**config.mk**
```make
export PLATFORM = sky130hd
export DESIGN_NAME = psram_wbarb
export DESIGN_NICKNAME = d
export VERILOG_FILES = /design/src/rtl/psram_pkg.sv /design/src/rtl/psram_wbarb.sv
export SDC_FILE = /design/constraint.sdc
export NUM_CORES = 1
export LEC_CHECK = 0
export CAP_MARGIN = 15
export CORE_AREA = 2 2 122 124
export DETAILED_ROUTE_END_ITERATION = 7
export DIE_AREA = 0 0 124 126
export GPL_TIMING_DRIVEN = 0
export MAX_ROUTING_LAYER = met4
export SLEW_MARGIN = 20
export SYNTH_ARGS = -nofsm -noshare
export SYNTH_HDL_FRONTEND = slang
export SYNTH_SLANG_ARGS = --single-unit
```
**constraint.sdc**
```tcl
create_clock -name sys_clk -period 1.8 [get_ports sys_clk]
set_clock_uncertainty 0.1 [all_clocks]
set_input_delay 0.36 -clock sys_clk [delete_from_list [all_inputs] [get_ports sys_clk]]
set_output_delay 0.36 -clock sys_clk [all_outputs]
set_load 0.005 [all_outputs]
```
**src/rtl/psram_pkg.sv**
```systemverilog
// Shared definitions for the PSRAM subsystem: arbiter state encoding and
// the default size of the PSRAM address window.
package psram_pkg;

    localparam logic [1:0] ARB_IDLE = 2'b00;
    localparam logic [1:0] ARB_GNT0 = 2'b01;
    localparam logic [1:0] ARB_GNT1 = 2'b10;

    typedef enum logic [1:0] {
        ST_IDLE = ARB_IDLE,
        ST_GNT0 = ARB_GNT0,
        ST_GNT1 = ARB_GNT1
    } arb_state_t;

    // 23-bit word address x 16-bit words = 16 MB of byte address space
    localparam int WIN_WIDTH_DEF = 24;

endpackage

```
**src/rtl/psram_wbarb.sv**
```systemverilog
// Two-master Wishbone arbiter for the PSRAM controller: round-robin grant of
// whole cycles, response routing to the owner, local err for out-of-window.
module psram_wbarb
    import psram_pkg::*;
#(
    parameter int win_width = WIN_WIDTH_DEF
) (
    input  logic        sys_clk,
    input  logic        sys_rst_n,

    input  logic [31:0] m0_adr_i,
    input  logic [31:0] m0_dat_i,
    output logic [31:0] m0_dat_o,
    input  logic [3:0]  m0_sel_i,
    input  logic        m0_we_i,
    input  logic        m0_cyc_i,
    input  logic        m0_stb_i,
    output logic        m0_ack_o,
    output logic        m0_err_o,

    input  logic [31:0] m1_adr_i,
    input  logic [31:0] m1_dat_i,
    output logic [31:0] m1_dat_o,
    input  logic [3:0]  m1_sel_i,
    input  logic        m1_we_i,
    input  logic        m1_cyc_i,
    input  logic        m1_stb_i,
    output logic        m1_ack_o,
    output logic        m1_err_o,

    output logic [31:0] s_adr_o,
    output logic [31:0] s_dat_o,
    output logic [3:0]  s_sel_o,
    output logic        s_we_o,
    output logic        s_cyc_o,
    output logic        s_stb_o,
    input  logic [31:0] s_dat_i,
    input  logic        s_ack_i
);

    arb_state_t state;
    logic       last;
    logic       err_q;

    logic       m0_oow;
    logic       m1_oow;
    logic       gnt_stb;
    logic       gnt_oow;

    assign m0_oow = |m0_adr_i[31:win_width];
    assign m1_oow = |m1_adr_i[31:win_width];

    // Slave request mux; out-of-window strobes never reach the PSRAM core.
    always_comb begin
        // NOTE: every output gets a default before the case so no path leaves
        // a value unassigned and no latch is inferred.
        s_adr_o = '0;
        s_dat_o = '0;
        s_sel_o = '0;
        s_we_o  = 1'b0;
        s_cyc_o = 1'b0;
        s_stb_o = 1'b0;
        gnt_stb = 1'b0;
        gnt_oow = 1'b0;
        case (state)
            ST_GNT0: begin
                s_adr_o = m0_adr_i;
                s_dat_o = m0_dat_i;
                s_sel_o = m0_sel_i;
                s_we_o  = m0_we_i;
                s_cyc_o = m0_cyc_i;
                s_stb_o = m0_stb_i & ~m0_oow;
                gnt_stb = m0_stb_i;
                gnt_oow = m0_oow;
            end
            ST_GNT1: begin
                s_adr_o = m1_adr_i;
                s_dat_o = m1_dat_i;
                s_sel_o = m1_sel_i;
                s_we_o  = m1_we_i;
                s_cyc_o = m1_cyc_i;
                s_stb_o = m1_stb_i & ~m1_oow;
                gnt_stb = m1_stb_i;
                gnt_oow = m1_oow;
            end
            default: ;
        endcase
    end

    // Acks pass straight through to the owner; a stray ack in IDLE is dropped.
    assign m0_ack_o = (state == ST_GNT0) & s_ack_i;
    assign m1_ack_o = (state == ST_GNT1) & s_ack_i;
    assign m0_err_o = (state == ST_GNT0) & err_q;
    assign m1_err_o = (state == ST_GNT1) & err_q;
    assign m0_dat_o = s_dat_i;
    assign m1_dat_o = s_dat_i;

    always_ff @(posedge sys_clk or negedge sys_rst_n) begin
        if (!sys_rst_n) begin
            state <= ST_IDLE;
            last  <= 1'b1;
            err_q <= 1'b0;
        end else begin
            // NOTE: non-blocking assignments so every register samples the
            // pre-edge values, independent of statement order.
            err_q <= gnt_stb & gnt_oow & ~err_q;
            case (state)
                ST_IDLE: begin
                    // On a tie the master that was not served last wins.
                    if (m0_cyc_i && (!m1_cyc_i || last)) begin
                        state <= ST_GNT0;
                        last  <= 1'b0;
                    end else if (m1_cyc_i) begin
                        state <= ST_GNT1;
                        last  <= 1'b1;
                    end
                end
                ST_GNT0: if (!m0_cyc_i) state <= ST_IDLE;
                ST_GNT1: if (!m1_cyc_i) state <= ST_IDLE;
                default: state <= ST_IDLE;
            endcase
        end
    end

endmodule

```
* Word-level counts from Yosys, hierarchy flattened
Cells that the tools add are included. Widths: inputs -> output; s select.
Storage, ports and cells: register bits after elaboration 4, bits in latches 0, bits in writable memories 0, ROM bits 0, logic and storage cells 43, memories 0
Operators by class: $add $sub $neg 0, $mul 0, div/mod/pow operators 0, $lt $le $gt $ge 0, eq/ne operators 5, shifts and indexed selects 0, multiplexer cells 15, bitwise gates (word level) 11, reductions and logical operators 9
Operators with widths (count):
- $pmux 32 s2 | 2
- $reduce_or 8->1 | 2
- $pmux 1 s2 | 5
- $and 1x1->1 | 8
- $mux 2 | 4
- $pmux 4 s2 | 1
- $pmux 2 s3 | 1
- $ne 2x2->1 const B | 2
- $ne 3x3->1 const B | 1
- $not 1->1 | 3
- $reduce_and 3->1 | 1
- $eq 2x1->1 const B | 1
- $eq 2x2->1 const B | 1
- $logic_not 2->1 | 1
- $mux 1 | 2
- $reduce_and 2->1 | 1
- $reduce_bool 2->1 | 1
- $logic_and 1x1->1 | 1
- $logic_not 1->1 | 1
- $logic_or 1x1->1 | 1

* Longest topological paths before layout
depth after elaboration 5, depth in mapped cells 6, mapped depth without buffers 5

* Least setup slack after synthesis
OpenSTA, ideal clock, no wires.
path type reg-to-output, start register state[0], end output s_stb_o, arrival time 1.241 ns, data required time 1.340 ns, path slack 0.099 ns, stages on the path, launching flop included 7, buffers on the path 2, cell sequence dfrtp_1 inv_1 ha_1 buf_4 clkbuf_1 nand3_1 o22ai_1
Between the ends: word-level cells in the longest chain between the ends 2, elaborated cells on any way between the ends 3, those cells by class eq/ne: 2; mux: 1
Ends and longest elaborated chain:
- start: declaration | line psram_wbarb.sv:41 | arb_state_t state;
- start signal: assignment | line psram_wbarb.sv:100 | state <= ST_IDLE;
- start signal: assignment | line psram_wbarb.sv:111 | state <= ST_GNT0;
- start signal: assignment | line psram_wbarb.sv:114 | state <= ST_GNT1;
- $eq 2x2->1 / $eq 2x1->1 (equally long branches) | line psram_wbarb.sv:65 | case (state)
- $pmux 1 s2 * | line psram_wbarb.sv:65
- end: declaration | line psram_wbarb.sv:36 | output logic s_stb_o,
Mark *: on every way between the ends. The rest lies on a longest branch, timed or not.

* Worst setup path after layout
start register state[0], end output s_adr_o[31]
Between the ends: word-level cells in the longest chain between the ends 2, elaborated cells on any way between the ends 3, those cells by class eq/ne: 2; mux: 1
Ends and longest elaborated chain:
- $eq 2x2->1 / $eq 2x1->1 (equally long branches) | line psram_wbarb.sv:65
- $pmux 32 s2 * | line psram_wbarb.sv:65
- end: declaration | line psram_wbarb.sv:31 | output logic [31:0] s_adr_o,
Marked as above.

==> results.tsv <==
stage	metric	value	unit
setup_path	crit path DAT	1.74	ns
placed_design	I/O Buffers	283	
placed_design	GP Congestion	0.729	
timing	setup ws final	-0.396	ns
setup_path	Crit path largest cell delay	0.40	ns
grt	GRT met1 Usage	0.168	
grt	GR peak layer	met2	
logic_synthesis	Ys Warns	0	
route	total number of vias	3227	
clock_network	Root Driver	clkbuf_16	
route	vias per cell	4.17	
floorplan	number of primary I/O pins	316	
grt	met2 track demand over resource	0.309	
route	wire length per cell	17.4	um
timing	worst slew pin tran	0.301	ns
logic_synthesis	Synth cell types	21	
grt	global-route wire length before repair	18.5	mm
route	Routed Antenna Nets	0	
route	DR iter-0 viols	65	
timing	minimum clock period	2.20	ns
timing	Final period util	1.22	
layout	area of the multi-input gates	1690	um^2
grt	largest net degree at the start of global routing	11	
grt	vias in the first global route	3406	
logic_synthesis	Post-synth top flop	dfrtp_1	
grt	gr ovfl total	0	
clock_network	clock buffer depth	2	
layout	Inserted Diodes	0	
grt	initial antenna violation count	0	
clock_network	H-tree Lvls	1	
timing	Setup TNS	-21.40	ns
floorplan	die area	15600	um^2
timing	fmax	0.455	GHz
layout	final instance area	6000	um^2
logic_synthesis	post-synthesis net count	449	
layout	layout cells sized above 1	0.509	
hold_path	worst hold-check path type	input pin to async pin	
timing	final hold viol count	0	
setup_path	crit-path cells	inv_2 -> ha_4 -> buf_12 -> buf_12 -> clkbuf_16 -> buf_6 -> nor2b_4 -> buf_6	
clock_network	Worst-Skew Late Latency	0.23	ns
layout	Filler Cells Inserted	1429	
setup_path	Crit. End Element	output pin	
timing	Final Max Tran Viols	0	
power	Leak	2.46	nW
setup_path	Crit Path Class	register to output pin	
timing	RSZ-0062 raised after global routing	yes	
logic_synthesis	sequential fraction of the synthesis area	0.0530	
floorplan	initial cell density of the core	0.134	
outcome	status	finished, violations left	
clock_network	CTS buffer count	3	
logic_synthesis	Mapped Avg Cell Area	7.11	um^2
setup_path	Critical Path RT	1.34	ns
clock_network	clock sinks	4	
setup_path	Slowest-stage cell, CP	dfrtp_1	
logic_synthesis	Yosys top cell area share	0.286	
outcome	failing checks	negative setup slack	
power	peak supply drop	563	uV
logic_synthesis	number of synthesized flops with an enable pin	0	
power	Power Density	1140	nW/um^2
clock_network	CTS tree	done	
logic_synthesis	Synth area leaders	buf_4, a22oi_1, nor2b_1, dfrtp_1, ha_1	
setup_path	startpoint types	register	
logic_synthesis	Post-synth top cells	buf_4, nor2b_1, a22oi_1	
timing	Slew HR	0.799	
route	# DRC	0	
logic_synthesis	Async SR Flop Fraction	1.00	
logic_synthesis	Gate Count Post-Synth	269	
floorplan	Row Count	44	
route	Pre-antenna DRT Iters	4	
logic_synthesis	Synth area leader	buf_4	
route	routed wire length	13.4	mm
logic_synthesis	Synth Register Bits	4	
placed_design	dpl cell area	4980	um^2
flow_run	max cap viols	0	
placed_design	dpl hpwl	10.3	mm
setup_path	buffers plus inverters on the worst setup path	6	
floorplan	Die H	126	um
logic_synthesis	Netlist Area Pre-Place	1910	um^2
floorplan	Die W	124	um
grt	met3 Track Usage GR	0.0226	
setup_path	crit path max fanout	6	
timing	final setup vio count	77	
layout	nets@finish	770	
setup_path	CP top delay family	buffers and inverters	
layout	area growth from synthesis to layout	214	%
clock_network	Reg clk slew, reported paths	0.03	ns
layout	register area	101	um^2
logic_synthesis	count leader, synth	buf_4	
grt	GR Util All Layers	0.159	
floorplan	CORE AREA	14300	um^2
==> path summary, 6_finish.rpt <==
check	startpoint	end	slack (ns)	depth (start not counted)
worst max-delay path	state[0]	s_adr_o[31]	-0.40	8
worst min-delay path	sys_rst_n	err_q	0.24	1
worst max register to register	state[0]	state[1]	-0.05	8
worst min register to register	last	last	0.42	2
max in group asynchronous	sys_rst_n	last	1.12	1
min in group sys_clk	last	last	0.42	2
==> metrics by stage <==
step	utilization	worst slack, ns	power (mW)	hold slack (ns)	cells
after global routing	0.419	-0.449	7.27	0.257	773
after floorplan	-	0.0991	2.07	-0.0356	269
after global placement	0.348	-0.955	4.10	0.400	736
after CTS	0.408	-0.456	6.47	0.239	764
final	0.419	-0.396	6.83	0.236	773
after detailed placement	0.348	-0.951	4.13	0.422	736
==> layout make-up <==
| class | instances | share of cell area |
|---|---|---|
| timing repair buffer | 317 | 0.502 |
| buffer | 87 | 0.146 |
| multi-input combinational | 173 | 0.281 |
| tap | 184 | 0.0383 |
| inverter | 4 | 0.00250 |
| clock buffer | 4 | 0.0131 |
| sequential | 4 | 0.0169 |
==> timing repair <==
action,4_1_cts,5_1_grt
buffers inserted,17,5
hold endpoints to repair,0,0
gates cloned,7,5
pin swaps,10,17
setup endpoints to repair,75,77
gates resized for setup,410,77
hold buffers,0,0
==> registers in the layout, indices dropped and copies added, names as in the netlist <==
name and flops:
state 2, err_q 1, last 1
==> routing by layer <==
layer,share of wire,wire [um],up-vias
li1,-,-,1533
met1,0.36,4860,1499
met2,0.54,7300,189
met3,0.083,1120,6
met4,0.012,159,0
met5,0,0,-
==> layout by cell type, fill, tap and decap left out, drive strengths merged, types with 2 or more instances in the layout <==
cell type        n
a21oi            4
a22o             3
a22oi           70
and2             4
buf            160
clkbuf          40
clkdlybuf4s50  205
dfrtp            3
dlygate4sd2      2
ha               3
inv              4
nand2            7
nand3            2
nor2b           70
nor3             2
nor4             4
o21ai            3
==> power by group <==
group	leakage, nW	internal, mW	switching, mW	total [mW]
clock network	0.0382	0.293	0.0653	0.358
registers	0.0499	0.137	0.0398	0.177
logic	2.37	3.85	2.44	6.29
==> logic make-up after synthesis <==
family,Yosys count,share of synthesized area
flops,4,0.0530
buf+inv,92,0.331
fa+ha+maj,3,0.0196
compound gates,81,0.317
simple gates,89,0.279
Note: power is estimated with default switching activity, not from simulation.
